`config.mk`:
```
export PLATFORM = sky130hd
export DESIGN_NAME = hier_trace_capture
export DESIGN_NICKNAME = d
export VERILOG_FILES = /design/src/rtl/hier_trace_pkg.sv /design/src/rtl/hier_trace_fifo.sv /design/src/rtl/hier_trace_capture.sv
export SDC_FILE = /design/constraint.sdc
export NUM_CORES = 1
export LEC_CHECK = 0
export CAP_MARGIN = 20
export CORE_MARGIN = 2
export CORE_UTILIZATION = 45
export CTS_CLUSTER_DIAMETER = 60
export DETAILED_ROUTE_END_ITERATION = 8
export GPL_TIMING_DRIVEN = 0
export HOLD_SLACK_MARGIN = 0.08
export PLACE_DENSITY = 0.69
export RECOVER_POWER = 100
export REMOVE_ABC_BUFFERS = 1
export SLEW_MARGIN = 25
export SYNTH_ARGS = -nofsm -noshare
export SYNTH_HDL_FRONTEND = slang
export SYNTH_SLANG_ARGS = --single-unit
```
`constraint.sdc`:
```
create_clock -name clk -period 6.3 [get_ports clk]
set_input_delay 1.26 -clock clk [delete_from_list [all_inputs] [get_ports clk]]
set_output_delay 1.26 -clock clk [all_outputs]
set_load 0.03 [all_outputs]
```
`src/rtl/hier_trace_pkg.sv`:
```
// Shared types and helpers for the hierarchical trace-capture stage.
// Used by hier_trace_capture and hier_trace_fifo.
package hier_trace_pkg;

    typedef enum logic [1:0] {
        IDLE    = 2'd0,
        ARMED   = 2'd1,
        CAPTURE = 2'd2,
        DONE    = 2'd3
    } trace_state_t;

    // One extra pointer bit distinguishes full from empty when the indices match.
    function automatic int ptr_w(input int depth);
        return $clog2(depth) + 1;
    endfunction

endpackage

```
`src/rtl/hier_trace_fifo.sv`:
```
// Power-of-two FIFO with wrap-bit pointers, synchronous flush and a gated head output.
// The head reads as zero whenever the FIFO is empty.
module hier_trace_fifo
    import hier_trace_pkg::*;
#(
    parameter int DEPTH   = 8,
    parameter int ENTRY_W = 2
) (
    input  logic               clk,
    input  logic               reset,
    input  logic               flush,
    input  logic               push,
    input  logic [ENTRY_W-1:0] push_data,
    input  logic               pop,
    output logic               full,
    output logic               empty,
    output logic [ENTRY_W-1:0] head
);

    localparam int PTR_W  = ptr_w(DEPTH);
    localparam int ADDR_W = PTR_W - 1;
    localparam logic [PTR_W-1:0] PTR_ONE = PTR_W'(1);

    logic [PTR_W-1:0]   wr_ptr;
    logic [PTR_W-1:0]   rd_ptr;
    logic [ENTRY_W-1:0] mem [DEPTH];
    logic               do_push;
    logic               do_pop;

    assign empty = (wr_ptr == rd_ptr);
    assign full  = (wr_ptr[PTR_W-1] != rd_ptr[PTR_W-1]) &&
                   (wr_ptr[ADDR_W-1:0] == rd_ptr[ADDR_W-1:0]);

    // A push into a full FIFO is accepted only when a pop frees the slot this cycle.
    assign do_push = push && (!full || pop);
    assign do_pop  = pop && !empty;

    assign head = empty ? '0 : mem[rd_ptr[ADDR_W-1:0]];

    always_ff @(posedge clk or posedge reset) begin
        if (reset) begin
            wr_ptr <= '0;
            rd_ptr <= '0;
        end else if (flush) begin
            wr_ptr <= '0;
            rd_ptr <= '0;
        end else begin
            if (do_push) wr_ptr <= wr_ptr + PTR_ONE;
            if (do_pop)  rd_ptr <= rd_ptr + PTR_ONE;
        end
    end

    always_ff @(posedge clk) begin
        if (do_push && !flush) mem[wr_ptr[ADDR_W-1:0]] <= push_data;
    end

endmodule

```
`src/rtl/hier_trace_capture.sv`:
```
// Trigger-started trace capture of probe samples into a FIFO drained over valid/ready.
// Define HIER_TRACE_TIMESTAMP_EN to prefix each entry with a free-running TS_W-bit cycle stamp.
module hier_trace_capture
    import hier_trace_pkg::*;
#(
    parameter int WIDTH   = 2,
    parameter int DEPTH   = 8,
    parameter int CAP_LEN = 16,
    parameter int TS_W    = 16,
`ifdef HIER_TRACE_TIMESTAMP_EN
    localparam int ENTRY_W = TS_W + WIDTH
`else
    localparam int ENTRY_W = WIDTH
`endif
) (
    input  logic               clk,
    input  logic               reset,
    input  logic               arm_i,
    input  logic               abort_i,
    input  logic               trig_i,
    input  logic [WIDTH-1:0]   probe_i,
    input  logic               rd_ready_i,
    output logic               rd_valid_o,
    output logic [ENTRY_W-1:0] rd_data_o,
    output trace_state_t       state_o,
    output logic               overflow_o,
    output logic               done_o
);

    localparam logic [15:0] CAP_LAST = 16'(CAP_LEN - 1);

    generate
        if (DEPTH < 2 || (DEPTH & (DEPTH - 1)) != 0 || CAP_LEN < 1 || CAP_LEN > 65535 || TS_W < 1) begin : g_bad_params
            $error("hier_trace_capture: illegal parameter set");
        end
    endgenerate

    trace_state_t       state;
    trace_state_t       next_state;
    logic [15:0]        sample_cnt;
    logic               last_sample;
    logic               push;
    logic               enter_armed;
    logic               clear_ovf;
    logic               pop;
    logic               fifo_full;
    logic               fifo_empty;
    logic [ENTRY_W-1:0] push_data;

    assign last_sample = (sample_cnt == CAP_LAST);

    always_ff @(posedge clk or posedge reset) begin
        if (reset) state <= IDLE;
        else       state <= next_state;
    end

    always_comb begin
        next_state = state;
        if (abort_i) begin
            next_state = IDLE;
        end else begin
            case (state)
                IDLE:    if (arm_i)  next_state = ARMED;
                ARMED:   if (trig_i) next_state = last_sample ? DONE : CAPTURE;
                CAPTURE: if (last_sample) next_state = DONE;
                DONE:    if (arm_i)  next_state = ARMED;
                default: next_state = IDLE;
            endcase
        end
    end

    // Abort masks every other action so nothing is written in the flush cycle.
    always_comb begin
        push        = 1'b0;
        enter_armed = 1'b0;
        clear_ovf   = 1'b0;
        if (!abort_i) begin
            push        = (state == ARMED && trig_i) || (state == CAPTURE);
            enter_armed = arm_i && (state == IDLE || state == DONE);
            clear_ovf   = arm_i && (state == DONE);
        end
    end

    // Counts attempted samples, so dropped writes still advance toward CAP_LEN.
    always_ff @(posedge clk or posedge reset) begin
        if (reset)            sample_cnt <= '0;
        else if (enter_armed) sample_cnt <= '0;
        else if (push)        sample_cnt <= sample_cnt + 16'd1;
    end

    always_ff @(posedge clk or posedge reset) begin
        if (reset)                           overflow_o <= 1'b0;
        else if (push && fifo_full && !pop)  overflow_o <= 1'b1;
        else if (clear_ovf)                  overflow_o <= 1'b0;
    end

`ifdef HIER_TRACE_TIMESTAMP_EN
    localparam logic [TS_W-1:0] TS_ONE = TS_W'(1);
    logic [TS_W-1:0] ts_cnt;

    always_ff @(posedge clk or posedge reset) begin
        if (reset) ts_cnt <= '0;
        else       ts_cnt <= ts_cnt + TS_ONE;
    end

    assign push_data = {ts_cnt, probe_i};
`else
    assign push_data = probe_i;
`endif

    assign pop = rd_valid_o && rd_ready_i;

    hier_trace_fifo #(
        .DEPTH   (DEPTH),
        .ENTRY_W (ENTRY_W)
    ) u_fifo (
        .clk       (clk),
        .reset     (reset),
        .flush     (abort_i),
        .push      (push),
        .push_data (push_data),
        .pop       (pop),
        .full      (fifo_full),
        .empty     (fifo_empty),
        .head      (rd_data_o)
    );

    assign rd_valid_o = !fifo_empty;
    assign state_o    = state;
    assign done_o     = (state == DONE);

endmodule
```
==> results.json <==
{
  "wl_per_cell_um": 14.9,
  "first_pass_iters": 4,
  "worst_slew_pin_slew_ps": 1030,
  "postCtsHoldBufs": 0,
  "drtIter0Drc": 195,
  "grt_usage_pct": 17.3,
  "fin_crit_ps": 3860,
  "crit_required_ps": 5040,
  "crit_path_end": "rd_data_o[0]",
  "grt_pass1_vias": 1506,
  "dieArea_sq_um": 5600,
  "ctsRootBufferMaster": "clkbuf_8",
  "grt_overflow": 0,
  "dr_wl_met2_mm": 1.98,
  "crit_start": "u_fifo.rd_ptr[0]",
  "die_y_um": 74.8,
  "syn_inst": 210,
  "r2r_slack_ps": 3960,
  "wl_met1_mm": 2.16,
  "max-slew-margin-rel_pct": 30.5,
  "route.detailed.drc": 0,
  "io_pins": 15,
  "min-delay-start": "u_fifo.wr_ptr[3]",
  "fin_crit_sh_pct": 61.3,
  "critPathKind": "flop to output port",
  "r2r-end": "u_fifo.mem[0][0]",
  "layout.nets": 235,
  "clock_latency_ps": 300,
  "outcome": "finished, final reports clean",
  "placed_area_sq_um": 2440,
  "htreeDepth": 2,
  "num_vias": 1604,
  "setup_tns_ps": 0,
  "wl_met3_um": 126,
  "vias_per_cell": 5.55,
  "grt_pass1_wl_mm": 7.38,
  "crit_fanout": 8,
  "synth.avg_cell_area_sq_um": 10.8,
  "final_cell_area_sq_um": 2540,
  "synth_top_area_share_pct": 29.9,
  "final-hold-violation-count": 0,
  "ir_drop_mv": 0.161,
  "layout_commonest_cell": "dfrtp_1",
  "highest_layer": "met4",
  "nFillCells": 424,
  "io_buffers": 14,
  "antenna_found_initial": 0,
  "ys_types": 42,
  "p_leak_nw": 1.04,
  "critPathLaunchType": "flop",
  "detailedPlace.worstSlack_ps": 2790,
  "diodes": 0,
  "synth_area_leaders": "dfrtp_1 (30%), edfxtp_1 (21%), mux4_2 (4.0%)",
  "max_freq_ghz": 0.259,
  "synth-edff-count": 16,
  "drv_cap": 0,
  "cts_made_buffers": 5,
  "coreArea_sq_um": 4790,
  "power_density_nw_per_um2": 328,
  "clkTransAtPathRegs_ps": 80,
  "synth_async_sr_flop_share_pct": 62.8,
  "grt_max_degree": 28,
  "setup_viol_count_final": 0,
  "drive_gt1_share_pct": 7.21,
  "netlist_area_sq_um": 2260,
  "initial_core_util_pct": 47.2,
  "die_x_um": 74.8,
  "ant_nets": 0,
  "rr_worst_depth": 6,
  "drt-total-wl_mm": 4.32,
  "area_growth_pct": 12.5,
  "cts_sinks": 43,
  "synth-seq-area-share_pct": 51.2,
  "rows": 25,
  "place_congestion": 0.791,
  "ys_warn_count": 0,
  "timing.final.ws_setup_ps": 2440,
  "endpoint_kind": "output port",
  "crit_arrival_ps": 2600,
  "cts_tree": "built",
  "most-common-layout-cells": "dfrtp_1 (27), nor2_1 (22), edfxtp_1 (16)",
  "place_hpwl_mm": 3.09,
  "clock_path_buffers": 2,
  "cts_resized": 0,
  "ys.flop_type": "dfrtp_1",
  "skew_ps": 8.81,
  "r2r-start": "state_o[1]",
  "cts_setup_buffers": 0,
  "rsz0062_at_grt": "false",
  "synth.largest_area_cell": "dfrtp_1",
  "ys_ff_latch": 43,
  "hold_class": "flop to flop",
  "slew_violations": 0
}
-- how the worst min path moves through the flow --
stage	endpoint	slack [ps]	cells past startpoint
2_1_floorplan	u_fifo.wr_ptr[3]	460	1
3_3_place_gp	u_fifo.wr_ptr[3]	480	1
3_5_place_dp	overflow_o	490	1
4_1_cts	u_fifo.wr_ptr[3]	500	1
5_1_grt	overflow_o	540	1
6_report	u_fifo.wr_ptr[3]	500	1
-- power breakdown --
group	internal, mW	switching [mW]	leakage [nW]
Clock	0.119	0.0941	0.0524
Sequential	0.313	0.0307	0.516
Combinational	0.104	0.172	0.476
-- critical path, cell delays in order, from the launching register on --
cell           delay, ps
dfrtp_1              620
xor2_1               170
or3_1                490
nor2_1               260
nor2_1                80
dlygate4sd3_1        690
-- final cells by class --
class / count / area [sq um] / share of cell area (%)
timing repair buffer: 14 / 140 / 5.52
clock inverter: 1 / 30.0 / 1.18
inverter: 10 / 37.5 / 1.48
tap: 67 / 83.8 / 3.30
clock buffer: 7 / 76.3 / 3.00
sequential: 43 / 1160 / 45.5
multi-input combinational: 147 / 1020 / 40.0
-- metrics by stage --
stage / utilization, % / cells / power [mW] / hold WS (ps)
finish: 53.1 / 289 / 0.832 / 501
global placement: 51.0 / 281 / 0.631 / 480
detailed placement: 51.0 / 281 / 0.636 / 491
floorplan: - / 200 / 0.543 / 465
CTS: 53.2 / 289 / 0.848 / 503
global route: 53.1 / 289 / 0.884 / 542
-- Yosys cell counts, types with 2 or more instances --
library cell,number
or3_1,7
dfrtp_1,27
nor2_1,22
a21oi_1,13
nand2b_1,5
o211ai_1,4
clkbuf_1,7
nand2_1,12
o31ai_1,2
nand3_1,8
or4_1,7
nand4_1,3
nor3_1,5
mux4_2,4
buf_2,2
and4_1,2
ha_1,6
mux2i_1,5
nor2b_1,4
inv_1,10
mux2_2,2
xor2_1,7
xnor2_1,3
o21ai_0,9
o41ai_2,2
edfxtp_1,16
-- registers in the layout (all words and copies together) (netlist names) --
name           cells
overflow_o         1
sample_cnt        16
state_o            2
u_fifo.mem        16
u_fifo.rd_ptr      4
u_fifo.wr_ptr      4
-- layer usage --
metal	up-vias	global-route usage (%)
met1	776	25.3
li1	800	-
met4	0	5.36
met3	5	3.61
met5	-	0
met2	23	26.0
-- logic make-up after synthesis --
| family | synth area share, % |
|---|---|
| AO/OA/AOI/OAI | 11.9 |
| XOR/XNOR | 3.88 |
| adder cells (fa/ha/maj) | 3.32 |
| buffers and inverters | 3.49 |
| flip-flops | 51.2 |
| multiplexers | 7.20 |
| AND/OR/NAND/NOR | 19.1 |
Power figures use the tool's default switching activity.
